<file path="src/rtl/hazard_sequencer.sv">
// -----------------------------------------------------------------------------
// hazard_sequencer
//
// Pipeline control for the 8-bit pipelined processor. Watches hazard sources in
// the D, E and M stages and drives the hold / clear controls of the IF/ID,
// ID/EX, EX/MEM and MEM/WB stage registers.
//
// Handled events, in priority order while running normally:
//   1. data-memory wait (mem_req_M && !mem_ready) : freeze whole pipe
//   2. taken branch in E                           : flush D and E
//   3. load-use between E load and D sources       : one-cycle stall + E bubble
//   4. interrupt request                           : drain, then vector
//
// Memory handshake: mem_req_M marks an access in M; the access completes in
// the cycle mem_ready is high. A request with mem_ready already high in the
// same cycle completes without any stall.
//
// Parameters
//   MEM_TIMEOUT  (1..255) stall cycles of one memory wait before forced release
//   DRAIN_CYCLES (1..7)   fetch-suppression cycles before interrupt vectoring
//
// Ports
//   clk            system clock, rising edge
//   reset          asynchronous, active-low reset
//   rs1_D, rs2_D   decode source register addresses
//   rs1_used_D,
//   rs2_used_D     decode instruction really reads that source
//   rd_E           execute destination register
//   rd_en_E        execute instruction is a load
//   wr_en_regf_E   execute instruction writes the register file
//   branch_taken_E branch resolved taken in execute
//   mem_req_M      memory stage accesses data memory
//   mem_ready      data memory completes the access this cycle
//   intr           level-sensitive interrupt request
//   stall_F/D/E/M  hold PC / IF-ID / ID-EX / EX-MEM
//   flush_D/E      clear IF/ID / ID/EX to NOP at next edge
//   bubble_W       zero the MEM/WB control bits
//   pc_sel_intr    select interrupt vector as next PC
//   int_ack        one-cycle interrupt acknowledge
//   mem_err        sticky memory-timeout flag
//   stall_cnt      saturating count of cycles with stall_F high
//   state_dbg      current FSM state (RUN=0, MEM_WAIT=1, INT_DRAIN=2, INT_VEC=3)
// -----------------------------------------------------------------------------
module hazard_sequencer #(
   parameter int unsigned MEM_TIMEOUT  = 15,
   parameter int unsigned DRAIN_CYCLES = 3
) (
   input  logic       clk,
   input  logic       reset,
   input  logic [1:0] rs1_D,
   input  logic [1:0] rs2_D,
   input  logic       rs1_used_D,
   input  logic       rs2_used_D,
   input  logic [1:0] rd_E,
   input  logic       rd_en_E,
   input  logic       wr_en_regf_E,
   input  logic       branch_taken_E,
   input  logic       mem_req_M,
   input  logic       mem_ready,
   input  logic       intr,
   output logic       stall_F,
   output logic       stall_D,
   output logic       stall_E,
   output logic       stall_M,
   output logic       flush_D,
   output logic       flush_E,
   output logic       bubble_W,
   output logic       pc_sel_intr,
   output logic       int_ack,
   output logic       mem_err,
   output logic [7:0] stall_cnt,
   output logic [1:0] state_dbg
);

   typedef enum logic [1:0] {
      RUN       = 2'd0,
      MEM_WAIT  = 2'd1,
      INT_DRAIN = 2'd2,
      INT_VEC   = 2'd3
   } state_t;

   localparam logic [7:0] TIMEOUT_V  = 8'(MEM_TIMEOUT);
   localparam logic [2:0] DRAIN_LAST = 3'(DRAIN_CYCLES - 1);

   state_t     state, state_nxt;
   logic [7:0] wait_cnt, wait_cnt_nxt;
   logic [2:0] drain_cnt, drain_cnt_nxt;

   logic mem_stall_req;
   logic load_use;
   logic timeout_hit;

   // raw (un-gated) control terms
   logic freeze;      // full pipeline freeze for a memory wait
   logic hold_fd;     // stall_F + stall_D only
   logic hold_f;      // stall_F only
   logic clr_d;
   logic clr_e;
   logic vec;

   assign mem_stall_req = mem_req_M && !mem_ready;

   assign load_use = rd_en_E && wr_en_regf_E &&
                     (((rd_E == rs1_D) && rs1_used_D) ||
                      ((rd_E == rs2_D) && rs2_used_D));

   always_comb begin
      state_nxt     = state;
      wait_cnt_nxt  = wait_cnt;
      drain_cnt_nxt = drain_cnt;
      timeout_hit   = 1'b0;
      freeze        = 1'b0;
      hold_fd       = 1'b0;
      hold_f        = 1'b0;
      clr_d         = 1'b0;
      clr_e         = 1'b0;
      vec           = 1'b0;

      unique case (state)
         RUN: begin
            if (mem_stall_req) begin
               freeze       = 1'b1;
               state_nxt    = MEM_WAIT;
               wait_cnt_nxt = 8'd1;     // this cycle is the first wait cycle
            end else if (branch_taken_E) begin
               // decode holds a wrong-path instruction, so any load-use
               // against it is irrelevant
               clr_d = 1'b1;
               clr_e = 1'b1;
            end else if (load_use) begin
               hold_fd = 1'b1;
               clr_e   = 1'b1;
            end else if (intr) begin
               state_nxt     = INT_DRAIN;
               drain_cnt_nxt = 3'd0;
            end
         end

         MEM_WAIT: begin
            if (mem_ready) begin
               state_nxt = RUN;
            end else if (wait_cnt == TIMEOUT_V) begin
               // wait_cnt equals the number of stall cycles already spent
               timeout_hit = 1'b1;
               state_nxt   = RUN;
            end else begin
               freeze       = 1'b1;
               wait_cnt_nxt = wait_cnt + 8'd1;
            end
         end

         INT_DRAIN: begin
            if (mem_stall_req) begin
               // freeze without counting a drain cycle
               freeze = 1'b1;
            end else begin
               hold_f = 1'b1;
               clr_d  = 1'b1;
               if (drain_cnt == DRAIN_LAST) begin
                  state_nxt = INT_VEC;
               end else begin
                  drain_cnt_nxt = drain_cnt + 3'd1;
               end
            end
         end

         INT_VEC: begin
            vec       = 1'b1;
            clr_d     = 1'b1;
            state_nxt = RUN;
         end

         default: state_nxt = RUN;
      endcase
   end

   // every control output is forced low while reset is held
   assign stall_F     = reset && (freeze || hold_fd || hold_f);
   assign stall_D     = reset && (freeze || hold_fd);
   assign stall_E     = reset && freeze;
   assign stall_M     = reset && freeze;
   assign bubble_W    = reset && freeze;
   assign flush_D     = reset && clr_d;
   assign flush_E     = reset && clr_e;
   assign pc_sel_intr = reset && vec;
   assign int_ack     = reset && vec;
   assign state_dbg   = state;

   always_ff @(posedge clk or negedge reset) begin
      if (!reset) begin
         state     <= RUN;
         wait_cnt  <= 8'd0;
         drain_cnt <= 3'd0;
         mem_err   <= 1'b0;
         stall_cnt <= 8'd0;
      end else begin
         state     <= state_nxt;
         wait_cnt  <= wait_cnt_nxt;
         drain_cnt <= drain_cnt_nxt;
         if (timeout_hit) begin
            mem_err <= 1'b1;
         end
         if (stall_F && (stall_cnt != 8'hFF)) begin
            stall_cnt <= stall_cnt + 8'd1;
         end
      end
   end

endmodule

</file>
<file path="config.mk">
export PLATFORM = sky130hd
export DESIGN_NAME = hazard_sequencer
export DESIGN_NICKNAME = d
export VERILOG_FILES = /design/src/rtl/hazard_sequencer.sv
export SDC_FILE = /design/constraint.sdc
export NUM_CORES = 1
export LEC_CHECK = 0
export CORE_ASPECT_RATIO = 1.75
export CORE_MARGIN = 4
export CORE_UTILIZATION = 43
export CTS_CLUSTER_SIZE = 28
export DETAILED_ROUTE_END_ITERATION = 16
export GPL_ROUTABILITY_DRIVEN = 0
export PLACE_DENSITY = 0.75
export SLEW_MARGIN = 10
export SYNTH_ARGS = -nofsm -noshare
export SYNTH_HDL_FRONTEND = slang
export SYNTH_SLANG_ARGS = --single-unit
</file>
<file path="constraint.sdc">
create_clock -name clk -period 1.89 [get_ports clk]
set_clock_uncertainty 0.15 [all_clocks]
set_input_delay 0.189 -clock clk [delete_from_list [all_inputs] [get_ports clk]]
set_output_delay 0.189 -clock clk [all_outputs]
set_load 0.02 [all_outputs]
</file>
==> metrics <==
status finished, violations left; violated checks negative setup slack; Peak Freq ~0.45 GHz; Worst Setup Start Kind register; CP Capture Type output port; initial antenna violation count 0; DP HPWL ~2.9 mm; Synthesis Warnings 0; peak supply drop about 0.88 mV; largest net degree at the start of global routing 15; initial core utilization between 40 and 50%; number of synthesized register bits 22; Final Hold Viols 0; die height 83.1 µm; family with the most delay on the worst path simple AND/OR/NAND/NOR gates; most frequent cell after synthesis dfrtp_1; DR pass1 iterations 4; Pwr per Cell Area around 1200 nW/µm²; final setup fails 20; P_leak 1.09 nW; Mapped Cells approximately 140; critical path class reg -> out; Avg WL per Cell between 10 and 15 µm; Setup TNS Final -3830 ps; fin nets 242; synthesis-to-layout area growth 62.6%; clk root buf clkbuf_8; Synth Flop Type dfrtp_1; Final Instance Area between 2000 and 2500 µm²; max-slew violation count 0; Hold Path Class in -> async; clock latency at the later pin of the worst-skew pair approximately 270 ps; layout cell share with drive strength beyond 1 a little over two fifths; unrepaired setup endpoints after global routing yes; ANT nets after route 0; Final period util 117%; Layout Cells excl Fill approximately 260; top post-synthesis cells by count 22 x dfrtp_1, 12 x nand2_1, 12 x nand3_1, 12 x nor2_1, 11 x xor2_1; Slew @ Worst Pin 275 ps; post-synthesis async set-or-reset flop share 100%; Netlist cell types 48; CP bufs+invs 1; vias between 1000 and 1500; first-pass GRT wire length about 6.4 mm; Port Buffers 35; number of vias per cell 5.08; die width 50.9 µm; max-cap viol count 0; largest area contributor in the netlist dfrtp_1; GRT Overall Usage between 10% and 20%; Area contributors post-synth dfrtp_1 40%, xor2_1 6.9%, nand3_1 4.3%; worst r2r dst stall_cnt[5]$_DFFE_PN0P_; number of global-route vias before repair approximately 1500; Clock Pin Slew Worst Setup and Hold Paths about 80 ps; net count after synthesis approximately 160; Period minus WS final 2210 ps; Clock Path Buffers 2; Compound-Gate Fraction of Synth Area around 16%; grt total ovfl 0; H-tree Lvls 1; crit path DAT ~1900 ps; multiplexer share of the synthesized area under 10%; Post-Synth XOR/XNOR Area under 10%; worst rel slew slack approximately four fifths; CP max FO 4; core area about 3100 µm²; Boundary Pins 36; Iteration-0 DRC Markers 12; # diodes 0; CTS buffer count 3; hold_ws approximately 200 ps; placed instance area around 2000 µm²; CTS tree yes; row count 27; CP cell instances or4_4 > nor2_4 > nor2_2 > o21ai_4 > o31ai_1 > buf_2; Tot Pwr ~2.7 mW; Crit path largest cell delay between 500 and 600 ps; dpl cells 251; CP max stage cell or4_4; Post-synth EDFFs 0; Synth Area in Simple Gates 23.4%; full die area between 4000 and 5000 µm²; post-synthesis sequential area ratio roughly two fifths; reg-to-reg setup timing slack -260 ps; Routed Wire Length 3.79 mm; main combinational cell family by area after synthesis simple AND/OR/NAND/NOR gates; CTS sink count 22; DRC errors left 0; r2r startpoint wait_cnt[4]$_DFFE_PN0P_; Cell Area, Synth around 1400 µm²; Syn Area/Cell slightly below 10 µm²; Worst Path Required 1550 ps; share of the synthesized area in the top cell type 39.7%; post-route setup slack -324 ps; adder and majority gate portion of the synthesized area 3.61%; reg2reg path depth 8
==> stage by stage <==
step / setup slack, ps / utilization (%)
6_report: -324 / 71.8
5_1_grt: -382 / 71.8
4_1_cts: -368 / 69.1
3_5_place_dp: -723 / 65.5
3_3_place_gp: -646 / 65.5
2_1_floorplan: -108 / -
==> worst max-delay path by stage <==
| stage | from | endpoint | slack (ps) | depth (start not counted) |
|---|---|---|---|---|
| final | wait_cnt[4]$_DFFE_PN0P_ | stall_D | -320 | 6 |
| after global routing | wait_cnt[6]$_DFFE_PN0P_ | stall_D | -380 | 6 |
| after CTS | wait_cnt[6]$_DFFE_PN0P_ | stall_D | -370 | 6 |
| after detailed placement | rd_E[1] | flush_E | -720 | 6 |
| after global placement | rd_E[1] | stall_F | -650 | 7 |
| after floorplan | wait_cnt[7]$_DFFE_PN0P_ | stall_cnt[1]$_DFFE_PN0P_ | -110 | 5 |
==> layout make-up <==
class | instances | area, µm²
Fill cell | 226 | 886
Tap cell | 43 | 53.8
Clock inverter | 1 | 30.0
Timing Repair Buffer | 81 | 697
Multi-Input combinational cell | 106 | 850
Clock buffer | 3 | 41.3
Inverter | 8 | 32.5
Sequential cell | 22 | 552
==> cell families (layout without fill, tap and decap cells) <==
group | after synthesis | after routing
simple gates | 59 | 59
buf+inv | 13 | 93
flops | 22 | 22
mux | 5 | 5
fa+ha+maj | 4 | 4
compound gates | 25 | 25
xor+xnor | 13 | 13
==> state kept, by name, summed over array words and instances, names as in the netlist <==
register	flops
drain_cnt	3
wait_cnt	8
mem_err	1
state_dbg	2
stall_cnt	8
==> where the power goes <==
| part | total [mW] | switching [mW] | internal [mW] |
|---|---|---|---|
| Clock | 0.449 | 0.165 | 0.283 |
| Sequential | 0.738 | 0.116 | 0.622 |
| Combinational | 1.47 | 0.727 | 0.745 |
| Total | 2.66 | 1.01 | 1.65 |
==> cell usage in the layout (no fill, tap or decap), types with 4 or more instances in the layout <==
master and n:
buf_4 45, buf_6 5, clkdlybuf4s50_1 15, dfrtp_1 21, dlygate4sd2_1 4, dlymetal6s2s_1 7
ha_1 4, inv_1 6, nand2_1 12, nand3_1 9, nor2_1 9, nor2_2 4
xor2_1 10
==> timing repair <==
item                                    CTS  global route
buffers inserted                          4             5
resized for setup                        45            21
hold buffers                              0             0
pin swaps                                11             6
endpoints found under the setup margin   23            25
==> routing by layer <==
metal,wire length (µm),vias up,global-route usage (%)
met3,129,8,2.87
met1,1430,642,21.0
met5,0,-,0
met4,78,0,7.60
li1,-,658,-
met2,2140,34,35.4
Note: power is estimated with default switching activity, not from simulation.
==> variant (same settings) <==
Make the reset (`reset`) synchronous in one clocked block. Comments in the files are not updated.
--- a/src/rtl/hazard_sequencer.sv
+++ b/src/rtl/hazard_sequencer.sv
@@ -187,5 +187,5 @@
    assign state_dbg   = state;
 
-   always_ff @(posedge clk or negedge reset) begin
+   always_ff @(posedge clk) begin
       if (!reset) begin
          state     <= RUN;
Formal check against the unedited RTL: differs if reset is asserted again (counterexample within 4 cycles, from zero or initial values and one cycle with reset low); with reset held inactive, the same outputs for 10 cycles.
==> variant against the unedited design <==
The flow still finishes with violations (negative setup slack). Synthesized area fell by 2.5%. Sequential cell count did not move. Setup slack improved by 0.22 ns. Worst hold slack improved by 0.079 ns. Fmax rose by 11%. Final area rose by 3.8%. Routed wire length rose by 27%. Critical endpoint is now stall_F. Largest cell class unchanged.
Power is not compared: it rests on default switching activity, and its combinational part moved more than twofold at a synthesized area within 25%.
==> variant: results (changes against the unedited design) <==
- Status: finished with violations
- Failing checks: negative setup slack
- Reg2Reg Launch Point: wait_cnt[0]
- Post-synthesis async set-or-reset flop share: 0 (-1.00)
- Setup Viol. Count Final: 7 (-65%)
- Register area share after synthesis: 0.326 (-0.0711)
- Placed cells: 276 (+10%)
- Tot Pwr: 0.00125 W
- Compound-Gate Fraction of Synth Area: 0.139 (-0.0235)
- M1 wire length: 1790 µm (+25%)
- Worst Max-Slew Pin Slew: 0.378 ns (+0.103 ns)
- First-pass GRT wire length: 7040 µm (+9.8%)
- Predominant post-synthesis flop cell: dfxtp_1
- Multiplexer area fraction after synthesis: 0.0527 (+0.00764)
- CP max FO: 5 (+1)
- Final wirelength: 4810 µm (+27%)
- Area after DPL: 2040 µm² (-1.0%)
- Iter 0 DRT Violations: 43 (+31)
- DR vias/cell: 5.33 (+4.9%)
- Crit Reg-Reg Endpoint: wait_cnt[7]
- Critical Path End: stall_F
- Final Worst Setup Slack: -0.105 ns (+0.219 ns)
- Largest cells by area after synthesis: dfxtp_1 33%, nor2_1 5.8%, nand2_1 5.6%
- Adder-Cell Fraction of Synth Area: 0.0370 (+0.000934)
- DR WL met3: 170 µm (+32%)
- Yosys cell types: 42 (-13%)
- Reg2Reg Setup Slack: 0 ns (+0.26 ns)
- Met1 Use GR: 0.225 (+0.0154)
- Vias in the first global route: 1610 (+6.9%)
- GRT Resource Usage Total: 0.222 (+0.0297)
- Crit path DAT: 1.66 ns (-0.21 ns)
- Largest net degree at the start of global routing: 14 (-1)
- Syn nets: 182 (+13%)
- DPL Wire Length: 3070 µm (+7.4%)
- CP max stage delay: 0.34 ns (-0.22 ns)
## variant: changes by cell type after synthesis, sizes merged, moves of 5 or more
cell / before / now
dfrtp: 22 / 0
nor3: 4 / 9
mux2i: 1 / 6
nor2: 14 / 21
nand3: 12 / 7
nand2: 12 / 20
dfxtp: 0 / 22
## variant: timing repair
action	in CTS	in global routing
pin swaps	15	24
setup endpoints to repair	20	21
gates resized for setup	84	38
buffers inserted	9	0
## variant: tightest hold or removal path: cells and delay by family
kind / cells / cell delay, ns
muxes: 1 / 0.06
buffers and inverters: 2 / 0.35
and+or+nand+nor: 1 / 0.06
## variant: area by class of cell
| cell class | instances | area share |
|---|---|---|
| Clock buffer | 3 | 0.0176 |
| Clock inverter | 1 | 0.0128 |
| Inverter | 6 | 0.00962 |
| Multi-Input combinational cell | 127 | 0.437 |
| Sequential cell | 22 | 0.191 |
| Tap cell | 42 | 0.0224 |
| Timing Repair Buffer | 87 | 0.309 |
